`src/rtl/multi_enc.sv`:
```
// Multi-hot to sequential binary index encoder: latches a request vector and emits one set-bit index per handshake.
// Optional macro MULTI_ENC_COUNT_EN adds out_cnt, the number of bits still pending.
module multi_enc #(
    parameter int unsigned N         = 8,
    parameter int unsigned W         = 3,
    parameter bit          MSB_FIRST = 1'b1
) (
    input  logic         clk,
    input  logic         rst_n,
    input  logic         in_valid,
    output logic         in_ready,
    input  logic [N-1:0] in_vec,
    output logic         out_valid,
    input  logic         out_ready,
    output logic [W-1:0] out_idx,
    output logic         out_last,
    output logic         busy
`ifdef MULTI_ENC_COUNT_EN
    ,
    output logic [W:0]   out_cnt
`endif
);

    if (W != $clog2(N) || N < 2 || N > 64) begin : g_param_check
        $error("multi_enc: N must be 2..64 and W must equal clog2(N)");
    end

    typedef enum logic {
        IDLE = 1'b0,
        SCAN = 1'b1
    } state_t;

    state_t         state;
    state_t         state_d;
    logic [N-1:0]   pend;
    logic [N-1:0]   pend_d;
    logic [N-1:0]   sel;
    logic [W-1:0]   idx;
    logic           single;
    logic           active;

    // Priority pick of the bit to serve; the last match in the loop wins.
    always_comb begin
        idx = '0;
        for (int i = 0; i < int'(N); i++) begin
            if (MSB_FIRST) begin
                if (pend[i]) idx = W'(i);
            end else begin
                if (pend[N-1-i]) idx = W'(N-1-i);
            end
        end
        sel = N'(1) << idx;
    end

    assign single = (pend != '0) && ((pend & (pend - N'(1))) == '0);

    // Outputs are decoded from registered state; reset forces the idle view immediately.
    assign active    = (state == SCAN) && rst_n;
    assign out_valid = active;
    assign busy      = active;
    assign out_last  = active && single;
    assign out_idx   = active ? idx : '0;
    assign in_ready  = !rst_n || (state == IDLE) || (single && out_ready);

    always_comb begin
        state_d = state;
        pend_d  = pend;
        unique case (state)
            IDLE: begin
                if (in_valid && (in_vec != '0)) begin
                    pend_d  = in_vec;
                    state_d = SCAN;
                end
            end
            SCAN: begin
                if (out_ready) begin
                    if (single) begin
                        // Final pop may reload directly to avoid an idle bubble.
                        if (in_valid && (in_vec != '0)) begin
                            pend_d = in_vec;
                        end else begin
                            pend_d  = '0;
                            state_d = IDLE;
                        end
                    end else begin
                        pend_d = pend & ~sel;
                    end
                end
            end
            default: begin
                state_d = IDLE;
                pend_d  = '0;
            end
        endcase
    end

    always_ff @(posedge clk) begin
        if (!rst_n) begin
            state <= IDLE;
            pend  <= '0;
        end else begin
            state <= state_d;
            pend  <= pend_d;
        end
    end

`ifdef MULTI_ENC_COUNT_EN
    logic [W:0] cnt;

    // Popcount of pending bits, including the one currently presented.
    always_comb begin
        cnt = '0;
        for (int i = 0; i < int'(N); i++) begin
            cnt = cnt + (W+1)'(pend[i]);
        end
    end

    assign out_cnt = active ? cnt : '0;
`endif

endmodule

```
`config.mk`:
```
export PLATFORM = sky130hd
export DESIGN_NAME = multi_enc
export DESIGN_NICKNAME = d
export VERILOG_FILES = /design/src/rtl/multi_enc.sv
export SDC_FILE = /design/constraint.sdc
export NUM_CORES = 1
export LEC_CHECK = 0
export BUFFER_PORTS_ARGS = -buffer_cell sky130_fd_sc_hd__buf_2
export CORE_MARGIN = 8
export CORE_UTILIZATION = 27
export CTS_CLUSTER_SIZE = 40
export DETAILED_ROUTE_END_ITERATION = 8
export GPL_ROUTABILITY_DRIVEN = 0
export GPL_TIMING_DRIVEN = 0
export SLEW_MARGIN = 25
export SYNTH_ARGS = -nofsm -noshare
export SYNTH_HDL_FRONTEND = slang
export SYNTH_SLANG_ARGS = --single-unit
```
`constraint.sdc`:
```
create_clock -name clk -period 4.9 [get_ports clk]
set_input_delay 0.98 -clock clk [delete_from_list [all_inputs] [get_ports clk]]
set_output_delay 0.98 -clock clk [all_outputs]
set_load 0.01 [all_outputs]
```
==> reports/qor.csv, run 1 <==
stage,metric,value,unit
run_status,status,completed,
logic_synthesis,ys_ff_latch,9,
global_routing,grt_overflow,0,
worst_setup_path,reg2reg_from,pend[7],
timing,hold_viol,0,
detailed_routing,wl_per_cell,13.4,microns
detailed_routing,wl_met2,692,microns
layout,fin_area,781,sq um
layout,multi_input_area,405,sq um
power_and_ir_drop,p_int,0.147,mW
global_routing,grt_start_max_net_pins,11,
timing,setup_violations,0,
clock_tree,clock-sinks,9,
power_and_ir_drop,leakage,0.344,nW
power_and_ir_drop,powerDensity,295,nW/um^2
placement,dp_slack,2.02,ns
worst_setup_path,reg2reg_depth,6,
placement,dpl_cell_area,754,sq um
clock_tree,clk_pin_slew,0.06,ns
timing,period_share,58.9,%
worst_setup_path,end_kind,output port,
floorplanning,die_area,4160,sq um
detailed_routing,wirelength,1700,microns
clock_tree,tritoncts,yes,
hold_path,whs_path_depth,1,
placement,hpwlAfterDp,1330,microns
power_and_ir_drop,combPwrFrac,36.7,%
timing,worstMarginPinSlew,0.568,ns
floorplanning,rows,17,
placement,portBuffers,17,
power_and_ir_drop,power.share.sequential,38.3,%
layout,n_antenna_cell,0,
clock_tree,post_cts_buffers,0,
clock_tree,numCtsBuffers,3,
worst_setup_path,critPathMaxFanout,10,
clock_tree,cts_buffer_depth,2,
detailed_routing,drt-met1-wl,897,microns
floorplanning,die_h,64.5,microns
job,drv_cap,0,
worst_setup_path,required,3.92,ns
global_routing,grt_util_all_layers,8.52,%
logic_synthesis,ys_types,34,
worst_setup_path,r2r_slack,3.09,ns
detailed_routing,via_per_inst,5.18,
timing,tns,0,ns
layout,regArea,180,sq um
worst_setup_path,setup.worst_path.start_class,primary input,
layout,drive_gt1_share,31.3,%
timing,maxSlewViolCount,0,
layout,nFillCells,261,
detailed_routing,dr.first_iter.drc_count,31,
timing,worst_slack,2.01,ns
worst_setup_path,crit_start,rst_n,
clock_tree,clock-root-buffer,clkbuf_4,
detailed_routing,wl_met3,79,microns
detailed_routing,drc,0,
worst_setup_path,arrival,1.91,ns
layout,final_common_cell,buf_2,
logic_synthesis,postSynthCellCount,78,
power_and_ir_drop,swShare,36.2,%
clock_tree,ctsResizeCount,0,
floorplanning,pin_count,19,
logic_synthesis,yosys.area.top_type,dfxtp_1,
timing,fmax,0.346,GHz
hold_path,hp-start,pend[0],
clock_tree,clk_latency,0.26,ns
layout,synthToLayoutAreaGrowth,23.1,%
power_and_ir_drop,peakVddDrop,0.160,mV
detailed_routing,ant_nets,0,
layout,fin_nets,112,
timing,period_needed,2.89,ns
floorplanning,die_x,64.5,microns
global_routing,grt_pass1_wl,2880,microns
timing,rsz0062_at_grt,false,
logic_synthesis,syn_nets,90,
timing,skew,0.00894,ns
detailed_routing,num_vias,658,
logic_synthesis,ys_warn_count,0,
logic_synthesis,yosysSeqAreaShare,28.4,%
timing,max_slew_margin,62.1,%
logic_synthesis,syn_area,634,sq um
logic_synthesis,synth_top_area_share,28.4,%
clock_tree,htreeDepth,1,
hold_path,min_path_type,register to register,
clock_tree,cts_hold_buf,0,
floorplanning,coreArea,2210,sq um
layout,final_cell_mix,"buf_2, dfxtp_1",
logic_synthesis,avgSynthCellArea,8.13,sq um
power_and_ir_drop,clkPwrFrac,25.1,%
worst_setup_path,crit_type,primary input to output port,
global_routing,grt_pass1_vias,667,
logic_synthesis,netlist_top_cells_area,"dfxtp_1, a32o_2, a21oi_1, a32o_1, o21ai_0",
global_routing,antenna_found_initial,0,
detailed_routing,top_layer,met4,
floorplanning,start_util,28.7,%
detailed_routing,drtPass1Iterations,4,
power_and_ir_drop,p_switching,0.0832,mW
## cells by family (layout without fill, tap and decap cells)
kind of cell    Yosys count  count (layout)  synth area share [%]
xor+xnor                  1               1                  1.38
flops                     9               9                  28.4
buf+inv                  11              32                  7.69
mux                       1               1                  1.58
compound gates           31              31                  35.9
simple gates             25              25                  25.1
## power groups by stage
stage               Sequential [mW]  Clock [mW]  Combinational (mW)
floorplan                    0.0878           0              0.0626
global placement             0.0893           0              0.0827
detailed placement           0.0897           0              0.0838
CTS                          0.0880      0.0593              0.0844
global route                 0.0891      0.0619              0.0950
finish                       0.0880      0.0577              0.0843
## area by class of cell
| type | instances | share of cell area, % |
|---|---|---|
| buffer | 5 | 3.37 |
| clock buffer | 4 | 3.37 |
| inverter | 6 | 2.88 |
| multi-input combinational | 58 | 51.9 |
| sequential | 9 | 23.1 |
| tap | 28 | 4.49 |
| timing repair buffer | 17 | 10.9 |
## routing by layer
metal / GRT usage (%) / up-vias
met5: 0 / -
met4: 4.90 / 0
met3: 2.06 / 4
met2: 11.9 / 18
met1: 11.5 / 301
li1: - / 335
## state kept, by name, indices dropped and copies added (netlist names)
| signal | flops |
|---|---|
| pend | 8 |
| state | 1 |
## critical path: stages
cell and delay [ns]:
clkbuf_1 0.32, nand2_1 0.21, inv_1 0.14, and2_1 0.13
buf_2 0.12
## stage by stage
step	utilization (%)	total power, mW	hold WS, ns	instances
5_1_grt	35.3	0.246	0.636	127
3_5_place_dp	34.1	0.173	0.588	123
4_1_cts	35.3	0.232	0.601	127
3_3_place_gp	34.1	0.172	0.566	123
2_1_floorplan	-	0.150	0.541	78
6_report	35.3	0.230	0.594	127
## Yosys cell counts, drive strengths merged
master and instances:
dfxtp 9, o21ai 8, a21oi 7, a32o 6, inv 6, nand2 6, nor2 5, buf 4
nor3 4, nor4 4, a211oi 2, and2 2, a211o 1, a21boi 1, a21o 1, clkbuf 1
mux2i 1, nand2b 1, nand4 1, nor4b 1, o2111ai 1, o21bai 1, o22ai 1, o2bb2ai 1
o31ai 1, or3 1, xor2 1
## final timing paths
kind	endpoint
worst max register to register	pend[1]
worst max-delay path	out_last
worst min-delay path	pend[0]
worst min register to register	pend[0]
(Power assumes the default switching activity.)
==> run 2: changes to the inputs <==
==> constraint.sdc (replaced) <==
create_clock -name clk -period 2.4 [get_ports clk]
set_input_delay 0.48 -clock clk [delete_from_list [all_inputs] [get_ports clk]]
set_output_delay 0.48 -clock clk [all_outputs]
set_load 0.01 [all_outputs]
==> run 2 against run 1 <==
Clock power grew 100%. Non-clock buffer count rose by 1. Hold slack worse by 0.15 ns. Critical path depth did not move.
==> reports/qor.csv, run 2 (synthesis gave the netlist of run 1 again) <==
stage,metric,value,unit
detailed_routing,wl_met3,81,microns
clock_tree,clock-root-buffer,clkbuf_4,
floorplanning,start_util,28.7,%
detailed_routing,wl_per_cell,13.4,microns
worst_setup_path,crit_start,pend[3],
clock_tree,cts_hold_buf,0,
clock_tree,cts_buffer_depth,2,
power_and_ir_drop,p_switching,0.174,mW
worst_setup_path,reg2reg_from,pend[3],
power_and_ir_drop,power.share.sequential,37.8,%
floorplanning,pin_count,19,
layout,drive_gt1_share,32.0,%
layout,final_common_cell,buf_2,
detailed_routing,drc,0,
layout,fin_nets,113,
timing,hold_viol,0,
layout,top_regs,"pend x8, state x1",
worst_setup_path,end_kind,output port,
placement,dp_slack,0.371,ns
floorplanning,rows,17,
detailed_routing,top_layer,met4,
hold_path,hp-start,in_vec[7],
layout,final_cell_mix,"buf_2, dfxtp_1",
worst_setup_path,setup.worst_path.start_class,register,
clock_tree,tritoncts,yes,
floorplanning,die_x,64.5,microns
worst_setup_path,cpMaxStageDelayCell,dfxtp_1,
timing,rsz0062_at_grt,false,
detailed_routing,ant_nets,0,
power_and_ir_drop,powerDensity,603,nW/um^2
detailed_routing,dr.first_iter.drc_count,39,
clock_tree,clock-sinks,9,
hold_path,min_path_type,primary input to register,
power_and_ir_drop,power,0.481,mW
power_and_ir_drop,leakage,0.353,nW
placement,portBuffers,17,
detailed_routing,wl_met2,685,microns
worst_setup_path,crit_family,compound AO/OA/AOI/OAI gates,
power_and_ir_drop,peakVddDrop,0.327,mV
global_routing,grt_pass1_vias,667,
power_and_ir_drop,clkPwrFrac,24.6,%
worst_setup_path,arrival,1.75,ns
timing,worstMarginPinSlew,0.560,ns
layout,regArea,180,sq um
timing,skew,0.00974,ns
worst_setup_path,crit_chain,"nor4_4, o2111ai_1, a211o_1, nand2_1, buf_2",
worst_setup_path,crit_type,register to output port,
detailed_routing,drt-met1-wl,921,microns
global_routing,grt_pass1_wl,2880,microns
power_and_ir_drop,swShare,36.2,%
timing,worst_slack,0.171,ns
timing,maxSlewViolCount,0,
layout,instances_no_fill,128,
layout,synthToLayoutAreaGrowth,25.6,%
timing,period_needed,2.23,ns
timing,fmax,0.449,GHz
clock_tree,clk_latency,0.27,ns
timing,period_share,92.9,%
layout,n_antenna_cell,0,
layout,largest_reg_flops,8,
placement,dp.cells,123,
worst_setup_path,required,1.92,ns
timing,tns,0,ns
clock_tree,htreeDepth,1,
placement,hpwlAfterDp,1330,microns
worst_setup_path,critPathMaxFanout,6,
detailed_routing,drtPass1Iterations,4,
job,drv_cap,0,
global_routing,grt_overflow,0,
worst_setup_path,crit_path_max_incr_delay,0.37,ns
global_routing,antenna_found_initial,0,
worst_setup_path,critical_path_buf_inv_count,1,
layout,largest-register,pend,
timing,setup_violations,0,
power_and_ir_drop,combPwrFrac,37.6,%
timing,holdWs,0.441,ns
detailed_routing,wirelength,1720,microns
clock_tree,numCtsBuffers,3,
floorplanning,die_h,64.5,microns
layout,nFillCells,260,
power_and_ir_drop,p_int,0.307,mW
run_status,status,completed,
detailed_routing,via_per_inst,5.23,
global_routing,grt_util_all_layers,8.52,%
global_routing,grt_start_max_net_pins,11,
detailed_routing,num_vias,669,
floorplanning,coreArea,2210,sq um
timing,max_slew_margin,62.7,%
floorplanning,die_area,4160,sq um
layout,multi_input_area,414,sq um
clock_tree,clk_pin_slew,0.07,ns
run 2: cell count changes in the layout (fill, tap and decap cells not counted), sizes merged:
cell,before,now
buf,21,22
run 2: metrics by stage:
stage               util (%)  area [sq um]
global placement        34.1           754
global route            36.0           797
CTS                     35.3           781
detailed placement      34.1           754
floorplan                  -           634
finish                  36.0           797
run 2: area by class of cell:
class	instances	area share, %
multi-input cells	58	52.0
flip-flops and latches	9	22.6
repair buffers	18	11.6
well taps	28	4.40
clock buffers	4	3.30
plain buffers	5	3.30
inverters	6	2.83
run 2: final timing paths:
check        endpoint  slack (ns)  depth (start not counted)
max reg2reg   pend[1]        0.65                          5
max          in_ready        0.17                          5
min reg2reg   pend[0]        0.63                          1
min           pend[7]        0.44                          2
run 2: per-layer routing:
layer,GRT usage [%],up-vias
met5,0,-
met4,4.90,0
met3,2.06,4
met2,11.9,20
met1,11.5,308
li1,-,337
run 2: what timing repair did:
action | 4_1_cts | 5_1_grt
setup endpoints to repair | 0 | 2
resized for setup | 0 | 1
buffers inserted | 0 | 1
run 2: power groups by stage:
stage / sequential, mW / clock (mW) / combinational (mW)
after global placement: 0.182 / 0 / 0.169
after floorplan: 0.179 / 0 / 0.128
after global routing: 0.184 / 0.126 / 0.202
final: 0.182 / 0.118 / 0.181
after CTS: 0.180 / 0.121 / 0.172
after detailed placement: 0.183 / 0 / 0.171
==> run 3: changes to the inputs <==
--- a/config.mk
+++ b/config.mk
@@ -7,11 +7,12 @@
 export LEC_CHECK = 0
 export BUFFER_PORTS_ARGS = -buffer_cell sky130_fd_sc_hd__buf_2
 export CORE_MARGIN = 8
-export CORE_UTILIZATION = 27
+export CORE_UTILIZATION = 44
 export CTS_CLUSTER_SIZE = 40
 export DETAILED_ROUTE_END_ITERATION = 8
 export GPL_ROUTABILITY_DRIVEN = 0
 export GPL_TIMING_DRIVEN = 0
+export PLACE_DENSITY = 0.73
 export SLEW_MARGIN = 25
 export SYNTH_ARGS = -nofsm -noshare
 export SYNTH_HDL_FRONTEND = slang
==> constraint.sdc (replaced) <==
create_clock -name clk -period 2.4 [get_ports clk]
set_input_delay 0.48 -clock clk [delete_from_list [all_inputs] [get_ports clk]]
set_output_delay 0.48 -clock clk [all_outputs]
set_load 0.05 [all_outputs]
==> run 3 against run 2 <==
Non-clock buffer count grew 2. Power grew 10%. Sequential share of layout area shrank 0.65 points. Die area shrank 30%. Utilization grew 26 points. Design area grew 3.0%. Sequential cell count is the same. Clock-buffer cell count is the same. Routed wire length shrank 3.0%. Sequential power is essentially flat. Clock skew shrank 0.0078 ns. Critical path type unchanged. Critical endpoint unchanged.
==> reports/qor.csv, run 3 (synthesis gave the netlist of run 1 again) <==
stage,metric,value,unit
clock_tree,tritoncts,yes,
layout,synthToLayoutAreaGrowth,29.4,%
detailed_routing,drtPass1Iterations,4,
worst_setup_path,setup.worst_path.start_class,register,
floorplanning,die_x,54.0,microns
floorplanning,pin_count,19,
detailed_routing,wl_per_cell,14.2,microns
power_and_ir_drop,powerDensity,646,nW/um^2
floorplanning,coreArea,1320,sq um
layout,fin_nets,115,
placement,hpwlAfterDp,1260,microns
layout,top_regs,"pend x8, state x1",
floorplanning,rows,13,
floorplanning,die_area,2910,sq um
clock_tree,numCtsBuffers,3,
clock_tree,clk_latency,0.27,ns
detailed_routing,via_per_inst,5.89,
worst_setup_path,crit_type,register to output port,
power_and_ir_drop,peakVddDrop,0.393,mV
timing,worstMarginPinSlew,0.545,ns
global_routing,grt_pass1_vias,627,
layout,final_cell_mix,"buf_2, dfxtp_1, nand2_1, inv_1",
clock_tree,htreeDepth,1,
timing,skew,0.00198,ns
worst_setup_path,end_kind,output port,
global_routing,grt_pass1_wl,2750,microns
worst_setup_path,critPathMaxFanout,9,
timing,max_slew_margin,63.7,%
placement,dpl_cell_area,738,sq um
timing,hold_viol,0,
layout,instances_no_fill,117,
job,drv_cap,0,
timing,period_share,95.6,%
timing,period_needed,2.30,ns
clock_tree,clk_pin_slew,0.06,ns
layout,largest_reg_flops,8,
layout,fin_area,821,sq um
detailed_routing,wirelength,1670,microns
detailed_routing,drc,0,
hold_path,min_path_type,primary input to register,
layout,largest-register,pend,
global_routing,grt_overflow,0,
clock_tree,clock-sinks,9,
layout,final_common_cell,buf_2,
layout,n_antenna_cell,0,
floorplanning,die_h,54.0,microns
timing,maxSlewViolCount,0,
timing,fmax,0.436,GHz
global_routing,grt_util_all_layers,12.5,%
detailed_routing,ant_nets,0,
global_routing,antenna_found_initial,0,
power_and_ir_drop,leakage,0.368,nW
clock_tree,cts_hold_buf,0,
timing,setup_violations,0,
placement,portBuffers,17,
placement,dp_slack,0.266,ns
clock_tree,cts_buffer_depth,2,
worst_setup_path,arrival,1.82,ns
detailed_routing,num_vias,689,
clock_tree,clock-root-buffer,clkbuf_4,
placement,dp.cells,110,
timing,worst_slack,0.105,ns
power_and_ir_drop,power,0.530,mW
worst_setup_path,required,1.92,ns
detailed_routing,dr.first_iter.drc_count,16,
layout,drive_gt1_share,36.3,%
layout,utilization,62.3,%
floorplanning,start_util,48.1,%
global_routing,grt_start_max_net_pins,11,
run_status,status,completed,
==> run 3: through the flow <==
step	hold WS (ns)	setup TNS (ns)
2_1_floorplan	0.541	0
4_1_cts	0.426	0
6_report	0.434	0
3_5_place_dp	0.563	0
5_1_grt	0.433	-0.000387
3_3_place_gp	0.564	0
==> run 3: layout make-up <==
| cell class | instances | area [sq um] |
|---|---|---|
| multi-input combinational | 58 | 430 |
| timing repair buffer | 20 | 116 |
| inverter | 6 | 22.5 |
| fill | 124 | 497 |
| tap | 15 | 18.8 |
| sequential | 9 | 180 |
| clock buffer | 4 | 26.3 |
| buffer | 5 | 26.3 |
==> run 3: metal layers <==
layer / track usage (%) / share of wire [%]
met5: 0 / 0
met1: 16.0 / 45
met4: 8.61 / 2.9
met3: 2.75 / 8.8
met2: 18.0 / 43
==> run 3: worst paths after layout <==
kind         startpoint  endpoint  slack (ns)  cells past startpoint
max reg2reg     pend[7]   pend[5]        0.52                      7
min           in_vec[7]   pend[7]        0.43                      2
min reg2reg     pend[0]   pend[0]        0.62                      1
max             pend[7]  in_ready        0.10                      6
==> run 3: repair_timing <==
item                                    4_1_cts  5_1_grt
endpoints found under the setup margin        2        2
cloned                                        0        0
resized for setup                             3        5
buffers inserted                              0        3
pin swaps                                     1        3
==> run 3: worst max-delay path: stages (launching register included) <==
cell	delay [ns]
dfxtp_1	0.29
buf_2	0.18
nor4_4	0.32
mux2i_1	0.15
a211o_1	0.33
nand2_1	0.11
buf_6	0.16
==> run 3: report_power, final <==
group | internal, mW | switching (mW)
Clock | 0.0642 | 0.0549
Sequential | 0.163 | 0.0185
Combinational | 0.0939 | 0.136
Total | 0.321 | 0.209
